==> config.mk <==
export PLATFORM = sky130hd
export DESIGN_NAME = frame_grabber
export DESIGN_NICKNAME = d
export VERILOG_FILES = /design/src/rtl/frame_grabber_pkg.sv /design/src/rtl/frame_grabber_sync_fifo.sv /design/src/rtl/frame_grabber.sv
export SDC_FILE = /design/constraint.sdc
export NUM_CORES = 2
export LEC_CHECK = 0
export ABC_AREA = 1
export BUFFER_PORTS_ARGS = -buffer_cell sky130_fd_sc_hd__buf_2
export CAP_MARGIN = 20
export CORE_MARGIN = 4
export CORE_UTILIZATION = 30
export CTS_BUF_LIST = sky130_fd_sc_hd__clkbuf_4 sky130_fd_sc_hd__clkbuf_8 sky130_fd_sc_hd__clkbuf_16
export DETAILED_ROUTE_END_ITERATION = 10
export GPL_ROUTABILITY_DRIVEN = 0
export PLACE_DENSITY = 0.42
export SLEW_MARGIN = 20
export SYNTH_ARGS = -nofsm -noshare
export SYNTH_HDL_FRONTEND = slang
export SYNTH_SLANG_ARGS = --single-unit
==> constraint.sdc <==
create_clock -name clk -period 6.9 [get_ports clk]
set_input_delay 1.38 -clock clk [delete_from_list [all_inputs] [get_ports clk]]
set_output_delay 1.38 -clock clk [all_outputs]
set_load 0.01 [all_outputs]
==> src/rtl/frame_grabber_pkg.sv <==
// Shared types and register map for the frame grabber.
package frame_grabber_pkg;

  typedef enum logic [1:0] {
    ST_IDLE    = 2'd0,
    ST_WAIT_VS = 2'd1,
    ST_CAPTURE = 2'd2,
    ST_DONE    = 2'd3
  } state_e;

  localparam logic [1:0] ADDR_DATA   = 2'd0;
  localparam logic [1:0] ADDR_STATUS = 2'd1;
  localparam logic [1:0] ADDR_CTRL   = 2'd2;
  localparam logic [1:0] ADDR_LIMIT  = 2'd3;

  localparam int unsigned CTRL_ARM       = 0;
  localparam int unsigned CTRL_ABORT     = 1;
  localparam int unsigned CTRL_ACK       = 2;
  localparam int unsigned CTRL_IRQ_EN    = 3;
  localparam int unsigned CTRL_DECIM_LSB = 4;

  localparam int unsigned STAT_STATE_LSB = 0;
  localparam int unsigned STAT_OVF       = 2;
  localparam int unsigned STAT_UDF       = 3;
  localparam int unsigned STAT_EMPTY     = 4;
  localparam int unsigned STAT_FULL      = 5;
  localparam int unsigned STAT_LEVEL_LSB = 8;
  localparam int unsigned STAT_PIX_LSB   = 16;

endpackage

==> src/rtl/frame_grabber_sync_fifo.sv <==
// Show-ahead synchronous FIFO; a push into a full FIFO is accepted when a pop happens in the same cycle.
module sync_fifo #(
  parameter int unsigned W     = 24,
  parameter int unsigned DEPTH = 64
) (
  input  logic                       clk,
  input  logic                       reset_n,
  input  logic                       flush,
  input  logic                       push,
  input  logic                       pop,
  input  logic [W-1:0]               din,
  output logic [W-1:0]               dout_c,
  output logic                       full_c,
  output logic                       empty_c,
  output logic [$clog2(DEPTH):0]     level
);

  localparam int unsigned AW = $clog2(DEPTH);
  localparam int unsigned LW = AW + 1;

  logic [W-1:0]  mem [DEPTH];
  logic [AW-1:0] rd_ptr;
  logic [AW-1:0] wr_ptr;
  logic          push_ok;
  logic          pop_ok;

  assign full_c  = (level == LW'(DEPTH));
  assign empty_c = (level == '0);
  assign push_ok = push & (~full_c | pop);
  assign pop_ok  = pop & ~empty_c;
  assign dout_c  = mem[rd_ptr];

  always_ff @(posedge clk or negedge reset_n) begin
    if (!reset_n) begin
      rd_ptr <= '0;
      wr_ptr <= '0;
      level  <= '0;
    end else if (flush) begin
      rd_ptr <= '0;
      wr_ptr <= '0;
      level  <= '0;
    end else begin
      if (push_ok) wr_ptr <= wr_ptr + AW'(1);
      if (pop_ok)  rd_ptr <= rd_ptr + AW'(1);
      level <= level + LW'(push_ok) - LW'(pop_ok);
    end
  end

  // Storage needs no reset: the pointers define what is valid.
  always_ff @(posedge clk) begin
    if (push_ok && !flush) mem[wr_ptr] <= din;
  end

endmodule

==> src/rtl/frame_grabber.sv <==
// VGA frame grabber: captures decimated active pixels into a FIFO, drained over an Avalon-MM slave.
module frame_grabber
  import frame_grabber_pkg::*;
#(
  parameter int unsigned PIX_W      = 8,
  parameter int unsigned FIFO_DEPTH = 64,
  parameter int unsigned CNT_W      = 20
) (
  input  logic             clk,
  input  logic             reset_n,
  input  logic             chipselect,
  input  logic             read,
  input  logic             write,
  input  logic [1:0]       address,
  input  logic [31:0]      writedata,
  output logic [31:0]      readdata,
  input  logic [PIX_W-1:0] VGA_R,
  input  logic [PIX_W-1:0] VGA_G,
  input  logic [PIX_W-1:0] VGA_B,
  input  logic             HSYNC,
  input  logic             VSYNC,
  output logic             irq
);

  localparam int unsigned DW = 3 * PIX_W;
  localparam int unsigned LW = $clog2(FIFO_DEPTH) + 1;

  state_e           state, state_nx;
  logic             vsync_q;
  logic [CNT_W-1:0] pix_cnt, limit, pix_cnt_inc;
  logic [3:0]       decim, decim_cnt;
  logic             irq_en, ovf, udf;

  logic             ctrl_wr, limit_wr, data_rd;
  logic             arm, abort, ack, arm_go;
  logic             vs_rise, vs_fall, active, push_try, pop, limit_hit;
  logic [DW-1:0]    fifo_dout;
  logic             fifo_full, fifo_empty;
  logic [LW-1:0]    fifo_level;
  logic [7:0]       level_sat;
  logic [31:0]      status;

  assign ctrl_wr  = chipselect & write & (address == ADDR_CTRL);
  assign limit_wr = chipselect & write & (address == ADDR_LIMIT);
  assign data_rd  = chipselect & read  & (address == ADDR_DATA);
  assign arm      = ctrl_wr & writedata[CTRL_ARM];
  assign abort    = ctrl_wr & writedata[CTRL_ABORT];
  assign ack      = ctrl_wr & writedata[CTRL_ACK];
  assign arm_go   = arm & ~abort & (state == ST_IDLE);

  assign vs_rise     = VSYNC & ~vsync_q;
  assign vs_fall     = ~VSYNC & vsync_q;
  assign active      = (state == ST_CAPTURE) & HSYNC & VSYNC;
  assign push_try    = active & (decim_cnt == 4'd0);
  assign pop         = data_rd & ~fifo_empty;
  assign pix_cnt_inc = pix_cnt + CNT_W'(1);
  // >= so a LIMIT lowered mid-capture still terminates at the next push.
  assign limit_hit   = push_try & (limit != '0) & (pix_cnt_inc >= limit);

  sync_fifo #(.W(DW), .DEPTH(FIFO_DEPTH)) u_fifo (
    .clk     (clk),
    .reset_n (reset_n),
    .flush   (abort),
    .push    (push_try),
    .pop     (pop),
    .din     ({VGA_R, VGA_G, VGA_B}),
    .dout_c  (fifo_dout),
    .full_c  (fifo_full),
    .empty_c (fifo_empty),
    .level   (fifo_level)
  );

  always_comb begin
    state_nx = state;
    case (state)
      ST_IDLE:    if (arm_go)              state_nx = ST_WAIT_VS;
      ST_WAIT_VS: if (vs_rise)             state_nx = ST_CAPTURE;
      ST_CAPTURE: if (limit_hit | vs_fall) state_nx = ST_DONE;
      ST_DONE:    if (ack)                 state_nx = ST_IDLE;
      default:                             state_nx = ST_IDLE;
    endcase
    if (abort) state_nx = ST_IDLE;
  end

  always_ff @(posedge clk or negedge reset_n) begin
    if (!reset_n) begin
      state     <= ST_IDLE;
      vsync_q   <= 1'b1;
      pix_cnt   <= '0;
      limit     <= '0;
      decim     <= '0;
      decim_cnt <= '0;
      irq_en    <= 1'b0;
      ovf       <= 1'b0;
      udf       <= 1'b0;
      irq       <= 1'b0;
    end else begin
      state   <= state_nx;
      vsync_q <= VSYNC;
      if (ctrl_wr) begin
        decim  <= writedata[CTRL_DECIM_LSB +: 4];
        irq_en <= writedata[CTRL_IRQ_EN];
      end
      if (limit_wr) limit <= CNT_W'(writedata);
      if (abort || arm_go) begin
        pix_cnt   <= '0;
        decim_cnt <= '0;
      end else if (active) begin
        decim_cnt <= (decim_cnt == decim) ? 4'd0 : decim_cnt + 4'd1;
        if (push_try) pix_cnt <= pix_cnt_inc;
      end
      if (arm_go) begin
        ovf <= 1'b0;
        udf <= 1'b0;
      end else begin
        if (push_try && fifo_full && !pop) ovf <= 1'b1;
        if (data_rd && fifo_empty)         udf <= 1'b1;
      end
      irq <= irq_en & ((state == ST_DONE) | ovf);
    end
  end

  // Register read mux; DATA returns the FIFO head without latency.
  always_comb begin
    level_sat = (32'(fifo_level) > 32'd255) ? 8'hFF : 8'(fifo_level);
    status = '0;
    status[STAT_STATE_LSB +: 2] = state;
    status[STAT_OVF]            = ovf;
    status[STAT_UDF]            = udf;
    status[STAT_EMPTY]          = fifo_empty;
    status[STAT_FULL]           = fifo_full;
    status[STAT_LEVEL_LSB +: 8] = level_sat;
    status[STAT_PIX_LSB +: 16]  = 16'(pix_cnt);
    readdata = '0;
    case (address)
      ADDR_DATA:   if (!fifo_empty) readdata = 32'(fifo_dout);
      ADDR_STATUS: readdata = status;
      ADDR_CTRL: begin
        readdata[CTRL_DECIM_LSB +: 4] = decim;
        readdata[CTRL_IRQ_EN]         = irq_en;
      end
      default:     readdata = 32'(limit);
    endcase
  end

endmodule

# Yosys cells after proc, flatten, opt, wreduce, memory -nomap -nowiden
# Memory sizes are Yosys's and may differ from the RTL's.
# Cells that the tools add are included.
[classes]
n_addsub = 6
magnitude_cmp = 1
n_eq_ne = 12
muxes = 27
bitwise_logic = 29
reduce_logical = 20
[ops]
columns = ["op", "n"]
rows = [
  ["$pmux 24 s3", 1],
  ["$mux 20", 3],
  ["$mux 24", 1],
  ["$mux 6", 4],
  ["$and 1x1->1", 21],
  ["$add 20x1->20 const B", 1],
  ["$ge 20x20->1", 1],
  ["$reduce_bool 20->1", 1],
  ["$pmux 5 s3", 1],
  ["$add 6x1->6 const B", 2],
  ["$mux 4", 3],
  ["$reduce_bool 2->1", 6],
  ["$mux 2", 5],
  ["$ne 3x3->1 const B", 3],
  ["$pmux 3 s3", 1],
  ["$eq 2x2->1 const B", 4],
  ["$pmux 2 s4", 1],
  ["$add 7x1->7", 1],
  ["$eq 7x7->1 const B", 1],
  ["$logic_not 7->1", 1],
  ["$mux 7", 1],
  ["$sub 7x1->7", 1],
  ["$mux 1", 6],
  ["$not 1->1", 5],
  ["other kinds (12)", 20],
]
[word_totals]
ff_bits = 74
ram_bits = 1536
output_inout_bits = 33
elab_cells = 109
n_memories = 1
[memory_table]
columns = ["name", "words", "width", "rd", "rd_clocked_by_memory_dff", "write_ports", "line", "source"]
rows = [
  ["u_fifo.mem", 64, 24, 1, 0, 1, "frame_grabber_sync_fifo.sv:21", "logic [W-1:0] mem [DEPTH];"],
]

# Longest topological paths before layout
[logic_depth]
ltp_word = 10
mapped_depth = 21
mapped_depth_nobuf = 21

# Hierarchy
# From an unflattened synthesis, not the netlist that was laid out.
[hier_totals]
cells_unflattened = 6435
hier_area_um2 = 68794.7
[by_module_without_submodules]
columns = ["mod", "instances", "cells_each", "area_each_um2", "seq_area_each_um2"]
rows = [
  ["sync_fifo", 1, 5910, 64898.5, 46599.7],
  ["frame_grabber", 1, 525, 3896.2, 1377.6],
]

# Worst setup path before layout
# No wires, ideal clock.
[synth_timing]
kind = "input-to-reg"
from = "input port address[1]"
to = "memory u_fifo.mem[13][0] (enable)"
arrival_ps = 4023
required_time_ps = 6465
setup_slack_ps = 2442
cell_stages = 9
path_buffers = 1
cell_sequence = "nor2_1 and3_1 nand2_2 nand2_1 nand2_2 nor2_4 nand2_2 buf_2 nor3_1"
[synth_via]
elab_chain_cells = 8
word_cells_on_any_way = 12
[synth_lines]
columns = ["element", "line", "source"]
rows = [
  ["from (decl)", "frame_grabber.sv:14", "input logic [1:0] address,"],
  ["$logic_not 2->1", "frame_grabber.sv:45", "assign data_rd = chipselect & read & (address == ADDR_DATA);"],
  ["$and 1x1->1", "frame_grabber.sv:45", ""],
  ["$and 1x1->1", "frame_grabber.sv:55", "assign pop = data_rd & ~fifo_empty;"],
  ["$or 1x1->1", "frame_grabber_sync_fifo.sv:29", "assign push_ok = push & (~full_c | pop);"],
  ["$and 1x1->1", "frame_grabber_sync_fifo.sv:29", ""],
  ["$logic_and 1x1->1 *", "frame_grabber_sync_fifo.sv:51", "if (push_ok && !flush) mem[wr_ptr] <= din;"],
  ["$mux 1 *", "frame_grabber_sync_fifo.sv:51", ""],
  ["$mux 1 (implied by the code) *", "frame_grabber_sync_fifo.sv:51", ""],
  ["to (decl)", "frame_grabber_sync_fifo.sv:21", ""],
]
# Every way passes the cells marked *; elsewhere a longest branch is shown, timed or not.

# Worst setup path after layout
[layout_timing]
from = "register u_fifo.rd_ptr[2]"
to = "output port readdata[0]"
[layout_via]
elab_chain_cells = 3
[layout_lines]
columns = ["element", "line", "source"]
rows = [
  ["from (decl)", "frame_grabber_sync_fifo.sv:22", "logic [AW-1:0] rd_ptr;"],
  ["from (signal assigned)", "frame_grabber_sync_fifo.sv:44", "if (pop_ok) rd_ptr <= rd_ptr + AW'(1);"],
  ["$mem_v2 64x24", "--", ""],
  ["$mux 24", "frame_grabber.sv:136", "ADDR_DATA: if (!fifo_empty) readdata = 32'(fifo_dout);"],
  ["$pmux 3 s3", "frame_grabber.sv:135", "case (address)"],
  ["to (decl)", "frame_grabber.sv:16", "output logic [31:0] readdata,"],
]
# Every way passes these cells.

==> Flow_metrics.wiki <==
{| class="wikitable"
! Metric !! Value
|-
| Minimum period implied by the final worst setup slack || 5.86 ns
|-
| Most common library cell in the layout ignoring fill and taps || edfxtp_1
|-
| Flop pwr share || 38.6%
|-
| Global route total overflow || 0
|-
| Clk slew on worst S/H paths || 0.06 ns
|-
| Starting Density || 30.3%
|-
| Post-Place Cells || 8826
|-
| Number of maximum-capacitance constraint violations || 0
|-
| Cells along the critical path || buf_12 > nor2_4 > buf_4 > buf_4 > nand2_1 > nand2_1 > nor2_1 > nand2_1 > nand3_1 > nand2_1 > nand2_1 > nand2_1 > buf_2
|-
| Run status || complete, no violations
|-
| Buffers and inverters on the worst path || 4
|-
| Total length of routed wires || 219000 um
|-
| Hold Violations, Final || 0
|-
| Number of nets with antenna violations after routing || 0
|-
| Cts hold-fix bufs || 0
|-
| Logic pwr share || 29.3%
|-
| Share of the cycle needed by the critical path after routing || 84.9%
|-
| Share of layout cells above drive strength 1 || 10.1%
|-
| Syn Nets || 6055
|-
| Drc violations || 0
|-
| Hold WS || 0.497 ns
|-
| Boundary pin count || 98
|-
| Area enclosed by the die boundary || 233000 um2
|-
| First-pass DRT Iterations || 6
|-
| Chip height || 483 um
|-
| # resized after CTS || 0
|-
| Leading cell types in the layout, fill and taps excluded || edfxtp_1, nand2_1, nor2_1
|-
| Library cell used as clock root buffer || clkbuf_16
|-
| CTS Buffer Depth || 3
|-
| Max H-tree Level || 4
|-
| Number of violations reported at the end of detailed-routing iteration 0 || 4142
|-
| Most repeated library cell on the critical path || nand2_1
|-
| Total routing usage reported by global routing || 18.5%
|-
| Async SR Flop Fraction || 4.60%
|-
| CTS buffer count || 178
|-
| Clock Sink Count || 1610
|-
| Insertion delay to the later sink of the worst-skew pair || 0.82 ns
|-
| Final setup violation count || 0
|-
| Wire length of the first global-routing pass || 312000 um
|-
| Number of flops mapped to enable cells by yosys || 1536
|-
| Max-slew violation count || 0
|-
| Length of routed wiring on met1 || 96900 um
|-
| Setup TNS Final || 0 ns
|-
| Slowest cell on the critical path || buf_4
|-
| Mapped Area || 67600 um2
|-
| CP max FO || 68
|-
| Layout overhead on the synthesized area || 13.9%
|-
| CP Launch Type || flop
|-
| Area of the core region || 223000 um2
|-
| Max Clock Freq || 171 MHz
|-
| Slew margin rel. || 20.7%
|-
| Final core occ || 34.5%
|-
| Maximum cell stage delay along the critical path || 0.61 ns
|-
| Initial antenna violation count || 11
|-
| Post-synthesis instance total || 5950
|-
| Synthesized area per cell || 11.4 um2
|-
| Setup repair after global routing missed its margin || no
|-
| Average vias per placed instance || 4.81
|-
| Vias || 44000
|-
| Part of the Yosys area used for sequential elements || 71.0%
|-
| Internal power || 18.2 mW
|-
| Total half-perimeter wirelength after legalization and detailed placement || 122000 um
|-
| Total power of the final layout || 28.6 mW
|-
| Number of standard-cell rows in the floorplan || 173
|-
| Detailed route wirelength on metal3 || 14000 um
|-
| Number of global-route vias before repair || 42300
|-
| Switching Share || 36.6%
|-
| Maximum number of pins on one net before global-route repair || 183
|-
| Count of input and output buffers || 85
|-
| Setup CP Type || reg2out
|-
| Critical path data arrival time || 4.48 ns
|-
| Class of the tightest hold or removal check || reg2reg
|-
| Average routed wire per standard cell || 24.0 um
|-
| Ratio of total power to cell area || 372 nW/um2
|-
| Die width || 483 um
|-
| Yosys warns || 0
|-
| Reported net switching power || 10.5 mW
|-
| Number of library cell types mapped by synthesis || 45
|-
| Total of flip-flops plus latches after synthesis || 1610
|-
| Largest delay share family, worst path || simple AND/OR/NAND/NOR gates
|-
| Non-filler cells, final || 9153
|-
| Maximum resistive drop on vdd || 0.272 mV
|-
| # Post-CTS Setup Buffers || 0
|-
| Endpoint kind of the worst setup timing path || output pin
|-
| Uppermost metal layer occupied by signal nets || met5
|-
| CP Data Required Time || 5.52 ns
|-
| Routed length on met2 || 102000 um
|-
| Cell type with the largest total area after synthesis || edfxtp_1
|-
| Transition time at the pin with the least slew margin || 1.19 ns
|-
| CTS tree || built
|-
| Synth area leaders || edfxtp_1, nand2_1, nor2_1, nand3_1, o21ai_0
|-
| Final Skew || 0.0270 ns
|-
| Reported leakage power || 27.6 nW
|-
| Ys flop type || edfxtp_1
|-
| Final #Nets || 6136
|-
| Clk pwr share || 32.1%
|-
| Top-area cell type share of the netlist area || 68.2%
|}
[logic make-up (layout without fill, tap and decap cells)]
kind of cell	count (synthesis)	after routing	share of synthesized area, %
other	0	9	0
adder cells (fa/ha/maj)	40	40	0.751
AO/OA/AOI/OAI	738	738	5.70
multiplexers	1	1	0.0148
buffers and inverters	588	807	4.51
AND/OR/NAND/NOR	2958	2958	17.9
XOR/XNOR	15	15	0.194
flip-flops	1610	1610	71.0
[cell usage after synthesis (5+ instances only)]
| library cell | instances |
|---|---|
| nor4_1 | 5 |
| inv_2 | 7 |
| clkbuf_2 | 7 |
| buf_4 | 35 |
| ha_1 | 39 |
| and3_1 | 9 |
| o21ai_1 | 183 |
| nand4_1 | 11 |
| buf_8 | 5 |
| nand2_1 | 1300 |
| inv_1 | 240 |
| buf_6 | 70 |
| nor3_2 | 7 |
| o21ai_0 | 379 |
| buf_2 | 90 |
| a21oi_1 | 102 |
| nor2_1 | 952 |
| edfxtp_1 | 1536 |
| nand3_1 | 615 |
| o211ai_1 | 43 |
| buf_1 | 36 |
| o22ai_1 | 21 |
| xor2_1 | 14 |
| nand2_2 | 5 |
| dfrtp_1 | 73 |
| nor3_1 | 46 |
| clkbuf_1 | 95 |
[power by group through the flow]
stage          combinational [mW]  clock [mW]  sequential (mW)
4_1_cts                      8.47        9.42             11.0
3_5_place_dp                 8.44           0             11.3
3_3_place_gp                 8.43           0             11.3
5_1_grt                      9.16        9.84             11.1
6_report                     8.39        9.19             11.1
2_1_floorplan                5.00           0             11.2
[state kept, by name, indices dropped and copies added, names as in the netlist]
signal / cells
decim: 4
pix_cnt: 20
u_fifo.mem: 1536
irq: 1
u_fifo.rd_ptr: 6
vsync_q: 1
irq_en: 1
decim_cnt: 4
u_fifo.wr_ptr: 6
ovf: 1
state: 2
limit: 20
udf: 1
u_fifo.level: 7
[per-layer routing]
layer,vias up,track usage [%]
met4,4,5.09
met5,-,1.53
met2,1059,29.8
li1,20800,-
met1,21900,25.0
met3,286,4.23
[worst min-delay path, delay by kind of cell, from the launching register on]
| kind | cells | cell delay [ns] |
|---|---|---|
| compound gates | 1 | 0.05 |
| flops | 1 | 0.34 |
| simple gates | 1 | 0.07 |
[worst paths after layout]
kind                             startpoint                end  slack, ns  cells past startpoint
min in group asynchronous           reset_n        pix_cnt[15]       0.57                      1
setup / recovery           u_fifo.rd_ptr[2]        readdata[0]       1.04                     13
hold reg to reg                         udf                udf       0.50                      2
hold / removal                          udf                udf       0.50                      2
max in group asynchronous           reset_n   u_fifo.rd_ptr[2]       5.31                      2
setup reg to reg                   state[0]  u_fifo.mem[25][6]       2.85                     11
[through the flow]
stage,instance area (um2),setup slack (ns)
after global placement,71400,1.91
final,77000,1.04
after floorplan,67600,2.44
after detailed placement,71400,1.95
after CTS,77000,1.04
after global routing,77000,0.939
[cell type report]
| class | count | area [um2] |
|---|---|---|
| fillers | 22200 | 146000 |
| clock buffers | 241 | 4990 |
| well taps | 2975 | 3720 |
| repair buffers | 239 | 1810 |
| diodes | 9 | 22.5 |
| flip-flops and latches | 1610 | 48000 |
| multi-input cells | 3752 | 16900 |
| inverters | 250 | 975 |
| clock inverters | 77 | 597 |
(Power assumes the default switching activity.)
